[src/rtl/dot_product_loader_if.sv]
// Bundle of the loader's job, operand, core-load and result streams.
// master: the loader itself. slave: the surrounding sequencer/core side.
interface dot_product_loader_if #(
    parameter int DATA_WIDTH = 32
);
    logic                  job_valid;
    logic                  job_ready;
    logic [3:0]            job_len;
    logic                  op_valid;
    logic                  op_ready;
    logic [DATA_WIDTH-1:0] op_a;
    logic [DATA_WIDTH-1:0] op_b;
    logic [DATA_WIDTH-1:0] dp_data;
    logic [2:0]            dp_addr;
    logic                  dp_we_a;
    logic                  dp_we_b;
    logic                  dp_start;
    logic [3:0]            dp_len;
    logic                  dp_done;
    logic [DATA_WIDTH-1:0] dp_result;
    logic                  res_valid;
    logic                  res_ready;
    logic [DATA_WIDTH-1:0] res_data;
    logic                  res_err;
    logic                  len_err;

    modport master (
        input  job_valid, job_len, op_valid, op_a, op_b, dp_done, dp_result, res_ready,
        output job_ready, op_ready, dp_data, dp_addr, dp_we_a, dp_we_b, dp_start,
               dp_len, res_valid, res_data, res_err, len_err
    );

    modport slave (
        output job_valid, job_len, op_valid, op_a, op_b, dp_done, dp_result, res_ready,
        input  job_ready, op_ready, dp_data, dp_addr, dp_we_a, dp_we_b, dp_start,
               dp_len, res_valid, res_data, res_err, len_err
    );
endinterface

[src/rtl/dot_product_loader.sv]
// dot_product_loader: takes a job length, pulls operand pairs, writes them
// into the dot-product core's A/B RAMs, starts the core, waits for done and
// returns the result on a valid/ready stream.
// Optional feature macro: DPL_TIMEOUT_EN adds a dp_done watchdog that
// returns res_err=1 / res_data=0 after TIMEOUT_CYCLES cycles in WAIT.
// All outputs are registers or decodes of the state register.
module dot_product_loader #(
`ifdef DPL_TIMEOUT_EN
    parameter int TIMEOUT_CYCLES  = 255,
`endif
    parameter int DATA_WIDTH      = 32,
    parameter int MAX_VECTOR_SIZE = 7
) (
    input  logic                 clk,
    input  logic                 rst,
    dot_product_loader_if.master bus
);

    typedef enum logic [2:0] {
        ST_IDLE  = 3'd0,
        ST_FETCH = 3'd1,
        ST_WR_A  = 3'd2,
        ST_WR_B  = 3'd3,
        ST_START = 3'd4,
        ST_WAIT  = 3'd5,
        ST_RESP  = 3'd6
    } state_t;

    localparam logic [3:0] MAX_LEN = 4'(MAX_VECTOR_SIZE);

    state_t                state_r;
    state_t                state_nxt_s;
    logic [3:0]            len_r;
    logic [2:0]            idx_r;
    logic [DATA_WIDTH-1:0] a_r;
    logic [DATA_WIDTH-1:0] b_r;
    logic [DATA_WIDTH-1:0] res_data_r;
    logic                  len_err_r;
    logic                  clamp_s;
    logic [3:0]            len_in_s;
    logic [3:0]            idx_inc_s;
    logic                  more_s;
    logic                  timeout_s;

    // Length clamping and "more elements to load" decode.
    always_comb begin
        clamp_s   = (bus.job_len > MAX_LEN);
        len_in_s  = clamp_s ? MAX_LEN : bus.job_len;
        idx_inc_s = {1'b0, idx_r} + 4'd1;
        more_s    = (idx_inc_s < len_r);
    end

`ifdef DPL_TIMEOUT_EN
    // Counter indexes WAIT cycles 0..TIMEOUT_CYCLES-1; the last one times out.
    localparam int TMO_W = (TIMEOUT_CYCLES > 1) ? $clog2(TIMEOUT_CYCLES) : 1;
    localparam logic [TMO_W-1:0] TMO_LAST = TMO_W'(TIMEOUT_CYCLES - 1);

    logic [TMO_W-1:0] tmo_cnt_r;
    logic             res_err_r;

    // Watchdog counter: cleared while starting the core, counts while waiting.
    always_ff @(posedge clk or posedge rst) begin
        if (rst) begin
            tmo_cnt_r <= '0;
        end else if (state_r == ST_START) begin
            tmo_cnt_r <= '0;
        end else if (state_r == ST_WAIT) begin
            tmo_cnt_r <= tmo_cnt_r + TMO_W'(1);
        end
    end

    assign timeout_s = (state_r == ST_WAIT) && (tmo_cnt_r == TMO_LAST);
`else
    assign timeout_s = 1'b0;
`endif

    // State register.
    always_ff @(posedge clk or posedge rst) begin
        if (rst) begin
            state_r <= ST_IDLE;
        end else begin
            state_r <= state_nxt_s;
        end
    end

    // Next-state decode; a zero-length job bypasses the core entirely.
    always_comb begin
        state_nxt_s = state_r;
        case (state_r)
            ST_IDLE: begin
                if (bus.job_valid) begin
                    if (len_in_s == 4'd0) begin
                        state_nxt_s = ST_RESP;
                    end else begin
                        state_nxt_s = ST_FETCH;
                    end
                end else begin
                    state_nxt_s = ST_IDLE;
                end
            end
            ST_FETCH: begin
                if (bus.op_valid) begin
                    state_nxt_s = ST_WR_A;
                end else begin
                    state_nxt_s = ST_FETCH;
                end
            end
            ST_WR_A:  state_nxt_s = ST_WR_B;
            ST_WR_B: begin
                if (more_s) begin
                    state_nxt_s = ST_FETCH;
                end else begin
                    state_nxt_s = ST_START;
                end
            end
            ST_START: state_nxt_s = ST_WAIT;
            ST_WAIT: begin
                if (bus.dp_done || timeout_s) begin
                    state_nxt_s = ST_RESP;
                end else begin
                    state_nxt_s = ST_WAIT;
                end
            end
            ST_RESP: begin
                if (bus.res_ready) begin
                    state_nxt_s = ST_IDLE;
                end else begin
                    state_nxt_s = ST_RESP;
                end
            end
            default:  state_nxt_s = ST_IDLE;
        endcase
    end

    // Datapath: job length, element index, operand latches and result capture.
    always_ff @(posedge clk or posedge rst) begin
        if (rst) begin
            len_r      <= 4'd0;
            idx_r      <= 3'd0;
            a_r        <= '0;
            b_r        <= '0;
            res_data_r <= '0;
            len_err_r  <= 1'b0;
`ifdef DPL_TIMEOUT_EN
            res_err_r  <= 1'b0;
`endif
        end else begin
            case (state_r)
                ST_IDLE: begin
                    if (bus.job_valid) begin
                        len_r      <= len_in_s;
                        idx_r      <= 3'd0;
                        len_err_r  <= len_err_r | clamp_s;
                        res_data_r <= '0;
`ifdef DPL_TIMEOUT_EN
                        res_err_r  <= 1'b0;
`endif
                    end
                end
                ST_FETCH: begin
                    if (bus.op_valid) begin
                        a_r <= bus.op_a;
                        b_r <= bus.op_b;
                    end
                end
                ST_WR_B: begin
                    idx_r <= idx_inc_s[2:0];
                end
                ST_WAIT: begin
                    // dp_done takes priority over a coincident timeout.
                    if (bus.dp_done) begin
                        res_data_r <= bus.dp_result;
`ifdef DPL_TIMEOUT_EN
                        res_err_r  <= 1'b0;
`endif
                    end else if (timeout_s) begin
                        res_data_r <= '0;
`ifdef DPL_TIMEOUT_EN
                        res_err_r  <= 1'b1;
`endif
                    end
                end
                default: begin
                end
            endcase
        end
    end

    // Output decode from the state register and the datapath registers.
    always_comb begin
        bus.job_ready = 1'b0;
        bus.op_ready  = 1'b0;
        bus.dp_we_a   = 1'b0;
        bus.dp_we_b   = 1'b0;
        bus.dp_start  = 1'b0;
        bus.res_valid = 1'b0;
        bus.dp_data   = '0;
        case (state_r)
            ST_IDLE:  bus.job_ready = 1'b1;
            ST_FETCH: bus.op_ready  = 1'b1;
            ST_WR_A: begin
                bus.dp_we_a = 1'b1;
                bus.dp_data = a_r;
            end
            ST_WR_B: begin
                bus.dp_we_b = 1'b1;
                bus.dp_data = b_r;
            end
            ST_START: bus.dp_start  = 1'b1;
            ST_RESP:  bus.res_valid = 1'b1;
            default: begin
            end
        endcase
        bus.dp_addr  = idx_r;
        bus.dp_len   = len_r;
        bus.res_data = res_data_r;
        bus.len_err  = len_err_r;
`ifdef DPL_TIMEOUT_EN
        bus.res_err  = res_err_r;
`else
        bus.res_err  = 1'b0;
`endif
    end

endmodule
[src/flat_wrapper.sv]
// flat-port wrapper written by rule: the top's interface ports become plain ports
module dot_product_loader_flat 
#(

    parameter int DATA_WIDTH      = 32,
    parameter int MAX_VECTOR_SIZE = 7
)
  (clk, rst, bus_job_valid, bus_job_len, bus_op_valid, bus_op_a, bus_op_b, bus_dp_done, bus_dp_result, bus_res_ready, bus_job_ready, bus_op_ready, bus_dp_data, bus_dp_addr, bus_dp_we_a, bus_dp_we_b, bus_dp_start, bus_dp_len, bus_res_valid, bus_res_data, bus_res_err, bus_len_err);
  dot_product_loader_if #(.DATA_WIDTH(DATA_WIDTH)) bus_i ();
  input  logic clk;
  input  logic rst;
  input wire logic [$bits(bus_i.job_valid)-1:0] bus_job_valid;
  input wire logic [$bits(bus_i.job_len)-1:0] bus_job_len;
  input wire logic [$bits(bus_i.op_valid)-1:0] bus_op_valid;
  input wire logic [$bits(bus_i.op_a)-1:0] bus_op_a;
  input wire logic [$bits(bus_i.op_b)-1:0] bus_op_b;
  input wire logic [$bits(bus_i.dp_done)-1:0] bus_dp_done;
  input wire logic [$bits(bus_i.dp_result)-1:0] bus_dp_result;
  input wire logic [$bits(bus_i.res_ready)-1:0] bus_res_ready;
  output wire logic [$bits(bus_i.job_ready)-1:0] bus_job_ready;
  output wire logic [$bits(bus_i.op_ready)-1:0] bus_op_ready;
  output wire logic [$bits(bus_i.dp_data)-1:0] bus_dp_data;
  output wire logic [$bits(bus_i.dp_addr)-1:0] bus_dp_addr;
  output wire logic [$bits(bus_i.dp_we_a)-1:0] bus_dp_we_a;
  output wire logic [$bits(bus_i.dp_we_b)-1:0] bus_dp_we_b;
  output wire logic [$bits(bus_i.dp_start)-1:0] bus_dp_start;
  output wire logic [$bits(bus_i.dp_len)-1:0] bus_dp_len;
  output wire logic [$bits(bus_i.res_valid)-1:0] bus_res_valid;
  output wire logic [$bits(bus_i.res_data)-1:0] bus_res_data;
  output wire logic [$bits(bus_i.res_err)-1:0] bus_res_err;
  output wire logic [$bits(bus_i.len_err)-1:0] bus_len_err;
  assign bus_i.job_valid = bus_job_valid;
  assign bus_i.job_len = bus_job_len;
  assign bus_i.op_valid = bus_op_valid;
  assign bus_i.op_a = bus_op_a;
  assign bus_i.op_b = bus_op_b;
  assign bus_i.dp_done = bus_dp_done;
  assign bus_i.dp_result = bus_dp_result;
  assign bus_i.res_ready = bus_res_ready;
  assign bus_job_ready = bus_i.job_ready;
  assign bus_op_ready = bus_i.op_ready;
  assign bus_dp_data = bus_i.dp_data;
  assign bus_dp_addr = bus_i.dp_addr;
  assign bus_dp_we_a = bus_i.dp_we_a;
  assign bus_dp_we_b = bus_i.dp_we_b;
  assign bus_dp_start = bus_i.dp_start;
  assign bus_dp_len = bus_i.dp_len;
  assign bus_res_valid = bus_i.res_valid;
  assign bus_res_data = bus_i.res_data;
  assign bus_res_err = bus_i.res_err;
  assign bus_len_err = bus_i.len_err;
  dot_product_loader #(.DATA_WIDTH(DATA_WIDTH), .MAX_VECTOR_SIZE(MAX_VECTOR_SIZE)) u_core (.clk(clk), .rst(rst), .bus(bus_i));
endmodule
[config.mk]
export PLATFORM = sky130hd
export DESIGN_NAME = dot_product_loader_flat
export DESIGN_NICKNAME = d
export VERILOG_FILES = /design/src/rtl/dot_product_loader_if.sv /design/src/rtl/dot_product_loader.sv /design/src/flat_wrapper.sv
export SDC_FILE = /design/constraint.sdc
export NUM_CORES = 1
export LEC_CHECK = 0
export ABC_AREA = 0
export CORE_ASPECT_RATIO = 0.7
export CORE_UTILIZATION = 40
export CTS_CLUSTER_DIAMETER = 150
export DETAILED_ROUTE_END_ITERATION = 10
export GPL_TIMING_DRIVEN = 0
export PLACE_DENSITY = 0.81
export SLEW_MARGIN = 20
export SYNTH_ARGS = -nofsm -noshare
export SYNTH_HDL_FRONTEND = slang
export SYNTH_SLANG_ARGS = --single-unit
[constraint.sdc]
create_clock -name clk -period 3.22 [get_ports clk]
set_input_delay 0.644 -clock clk [delete_from_list [all_inputs] [get_ports clk]]
set_output_delay 0.644 -clock clk [all_outputs]
set_load 0.1 [all_outputs]
==> results.cfg <==
[sta]
maxSlewHeadroom_pct = 32.7
setup_viol = 0
tightest_slew_ns = 1.01
fin_tns_setup_ns = 0
fin_crit_sh_pct = 94.8
clock.fmax_ghz = 0.328
period_minus_slack_ns = 3.05
finalMaxSlewViolations = 0
hold_viol_final = 0
rsz0062_at_grt = false
holdWs_ns = 0.458
skew_ns = 0.00571

[floorplan]
die_w_microns = 132
dieArea_sq_um = 12300
io-pin-count = 185
die_height_microns = 93.2
design.core.area_sq_um = 11300
initial_core_util_pct = 42.1
num_rows = 32

[clocking]
clockRootBuffer = clkbuf_16
numCtsBuffers = 9
clkSlewWorstSetupHoldPaths_ns = 0.07
cts_tree = yes
cts_max_level = 3
clk_latency_ns = 0.33
clk_path_buf_depth = 2
cts.sinks = 107

[global_route]
antenna_found_initial = 0
grt_max_degree = 36
grt_pass1_wl_microns = 20000
use_met2_pct = 35.2
globalRouteOverflowTotal = 0
top_usage_layer = met2
grt_pass1_vias = 3698
grt_use_total_pct = 21.2
gr-usage-met3_pct = 5.09
grtUsageMet1_pct = 28.4

[final_layout]
regArea_sq_um = 2680
insertedDiodeCount = 0
fin_util_pct = 63.7
drive_gt1_share_pct = 28.0
syn_to_final_growth_pct = 51.3
nFillCells = 848
nNetsFinal = 623
multi_input_area_sq_um = 1830

[worst_setup_path]
r2r_slack_ns = 1.09
crit_start = u_core.state_r[2]
crit_path_end = bus_dp_data[26]
timing.rr.end = u_core.state_r[0]
required_ns = 2.58
startpoint_type = register
cp.arrival_ns = 2.41
setup.worst_path.end_class = output port
reg2regPathDepth = 6
worst-setup-path-type = reg -> out
r2r_start = u_core.bus.dp_addr[0]
critPathMaxFanout = 10

[synthesis]
async_flop_share_pct = 100
synth_edf_count = 0
syn_area_sq_um = 4750
synth_seq_area_share_pct = 56.3
ys_types = 36
synth_seq_cells = 107
yosys_warnings = 0
synthFlopType = dfrtp_1
syn_area_per_cell_sq_um = 15.0
synthCells = 316
syn_nets = 426

[routing]
drc = 0
antenna_left = 0
first_pass_iters = 4
via_per_inst = 5.18
dr.first_iter.drc_count = 127
wirelength_microns = 12600
vias = 3472
routedWlPerCell_microns = 18.8

[flow_run]
max_cap_violations = 0

[worst_hold_path]
hold_path_class = reg -> reg

[placed_design]
io_buffer_count = 183
hpwl_microns = 9330
globalplace.congestion = 0.774

[run_status]
status = finished, final reports clean
## area by class of cell
| type | instances | area share [%] |
|---|---|---|
| multi-input cells | 179 | 25.5 |
| plain buffers | 25 | 3.31 |
| repair buffers | 186 | 26.7 |
| clock inverters | 4 | 1.06 |
| flip-flops and latches | 107 | 37.2 |
| inverters | 5 | 0.313 |
| clock buffers | 11 | 3.24 |
| well taps | 153 | 2.66 |
## cells in the final DEF, fill, tap and decap left out, drive strengths merged, types with 2 or more instances in the layout
| master | synthesis | layout |
|---|---|---|
| clkdlybuf4s50 | 0 | 149 |
| dfrtp | 107 | 107 |
| a22o | 66 | 66 |
| mux2 | 65 | 65 |
| clkdlybuf4s15 | 0 | 28 |
| buf | 24 | 27 |
| clkbuf | 1 | 13 |
| nor2 | 10 | 10 |
| nand2 | 4 | 4 |
| inv | 5 | 4 |
| o21ai | 4 | 4 |
| ha | 4 | 4 |
| dlygate4sd2 | 0 | 4 |
| nor3 | 4 | 4 |
| nor3b | 4 | 4 |
| a21oi | 2 | 2 |
| nand3 | 2 | 2 |
| clkinvlp | 0 | 2 |
| bufinv | 0 | 2 |
| and2 | 2 | 2 |
## worst max-delay path, stage by stage (launching register included)
cell,delay (ns)
dfrtp_1,0.36
buf_4,0.17
nor3b_4,0.43
buf_2,0.35
a22o_1,0.20
clkdlybuf4s15_2,0.56
## logic make-up (layout without fill, tap and decap cells)
| logic type | after synthesis | in the layout | share of synthesized area [%] |
|---|---|---|---|
| simple gates | 31 | 31 | 3.98 |
| buf+inv | 30 | 231 | 5.37 |
| compound gates | 77 | 77 | 13.7 |
| mux | 65 | 65 | 19.3 |
| fa+ha+maj | 4 | 4 | 1.05 |
| other cells | 1 | 1 | 0.0789 |
| flops | 107 | 107 | 56.3 |
| xor+xnor | 1 | 1 | 0.184 |
## sequential cells by signal (all words and copies together), names as in the netlist
signal / count
u_core.bus.res_data: 32
u_core.bus.dp_len: 4
u_core.a_r: 32
u_core.b_r: 32
u_core.bus.len_err: 1
u_core.bus.dp_addr: 3
u_core.state_r: 3
## per-stage QoR
step | worst slack (ns) | std cells | area [sq um]
2_1_floorplan | 0.341 | 316 | 4760
3_5_place_dp | -0.250 | 655 | 6850
3_3_place_gp | -0.169 | 652 | 6790
6_report | 0.168 | 670 | 7190
5_1_grt | 0.0388 | 670 | 7190
4_1_cts | 0.00787 | 670 | 7190
## layer usage
metal / vias up / part of all wire, %
li1: 1574 / -
met1: 1771 / 45
met2: 121 / 48
met3: 6 / 5.7
met4: 0 / 0.54
met5: - / 0
## synth_stat cells (2+ instances only)
cell	count	area, sq um
a21oi_1	2	10.0
a22o_1	66	578
buf_12	6	120
buf_2	12	60.1
buf_4	4	30.0
buf_6	2	22.5
dfrtp_1	107	2680
ha_1	4	50.1
inv_1	5	18.8
mux2_2	16	180
mux2_4	49	736
nand2_1	4	15.0
nand3_1	2	10.0
nor2_1	8	30.0
nor2_2	2	12.5
nor3_1	3	15.0
nor3b_1	2	15.0
o21ai_0	4	20.0
## repair_timing
item,4_1_cts,5_1_grt
setup endpoints to repair,33,2
resized for setup,91,2
buffers inserted,0,0
hold buffers,0,0
## worst min path at each step
| stage | to | from | cells after the start |
|---|---|---|---|
| 6_report | u_core.bus.len_err | u_core.bus.len_err | 1 |
| 4_1_cts | u_core.bus.len_err | u_core.bus.len_err | 1 |
| 5_1_grt | u_core.bus.len_err | u_core.bus.len_err | 1 |
| 3_3_place_gp | u_core.bus.len_err | u_core.bus.len_err | 1 |
| 2_1_floorplan | u_core.b_r[18] | u_core.b_r[18] | 1 |
| 3_5_place_dp | u_core.bus.len_err | u_core.bus.len_err | 1 |
Power is not shown: default switching activity piles up to over one toggle a cycle in this logic, so the estimate is an artifact.
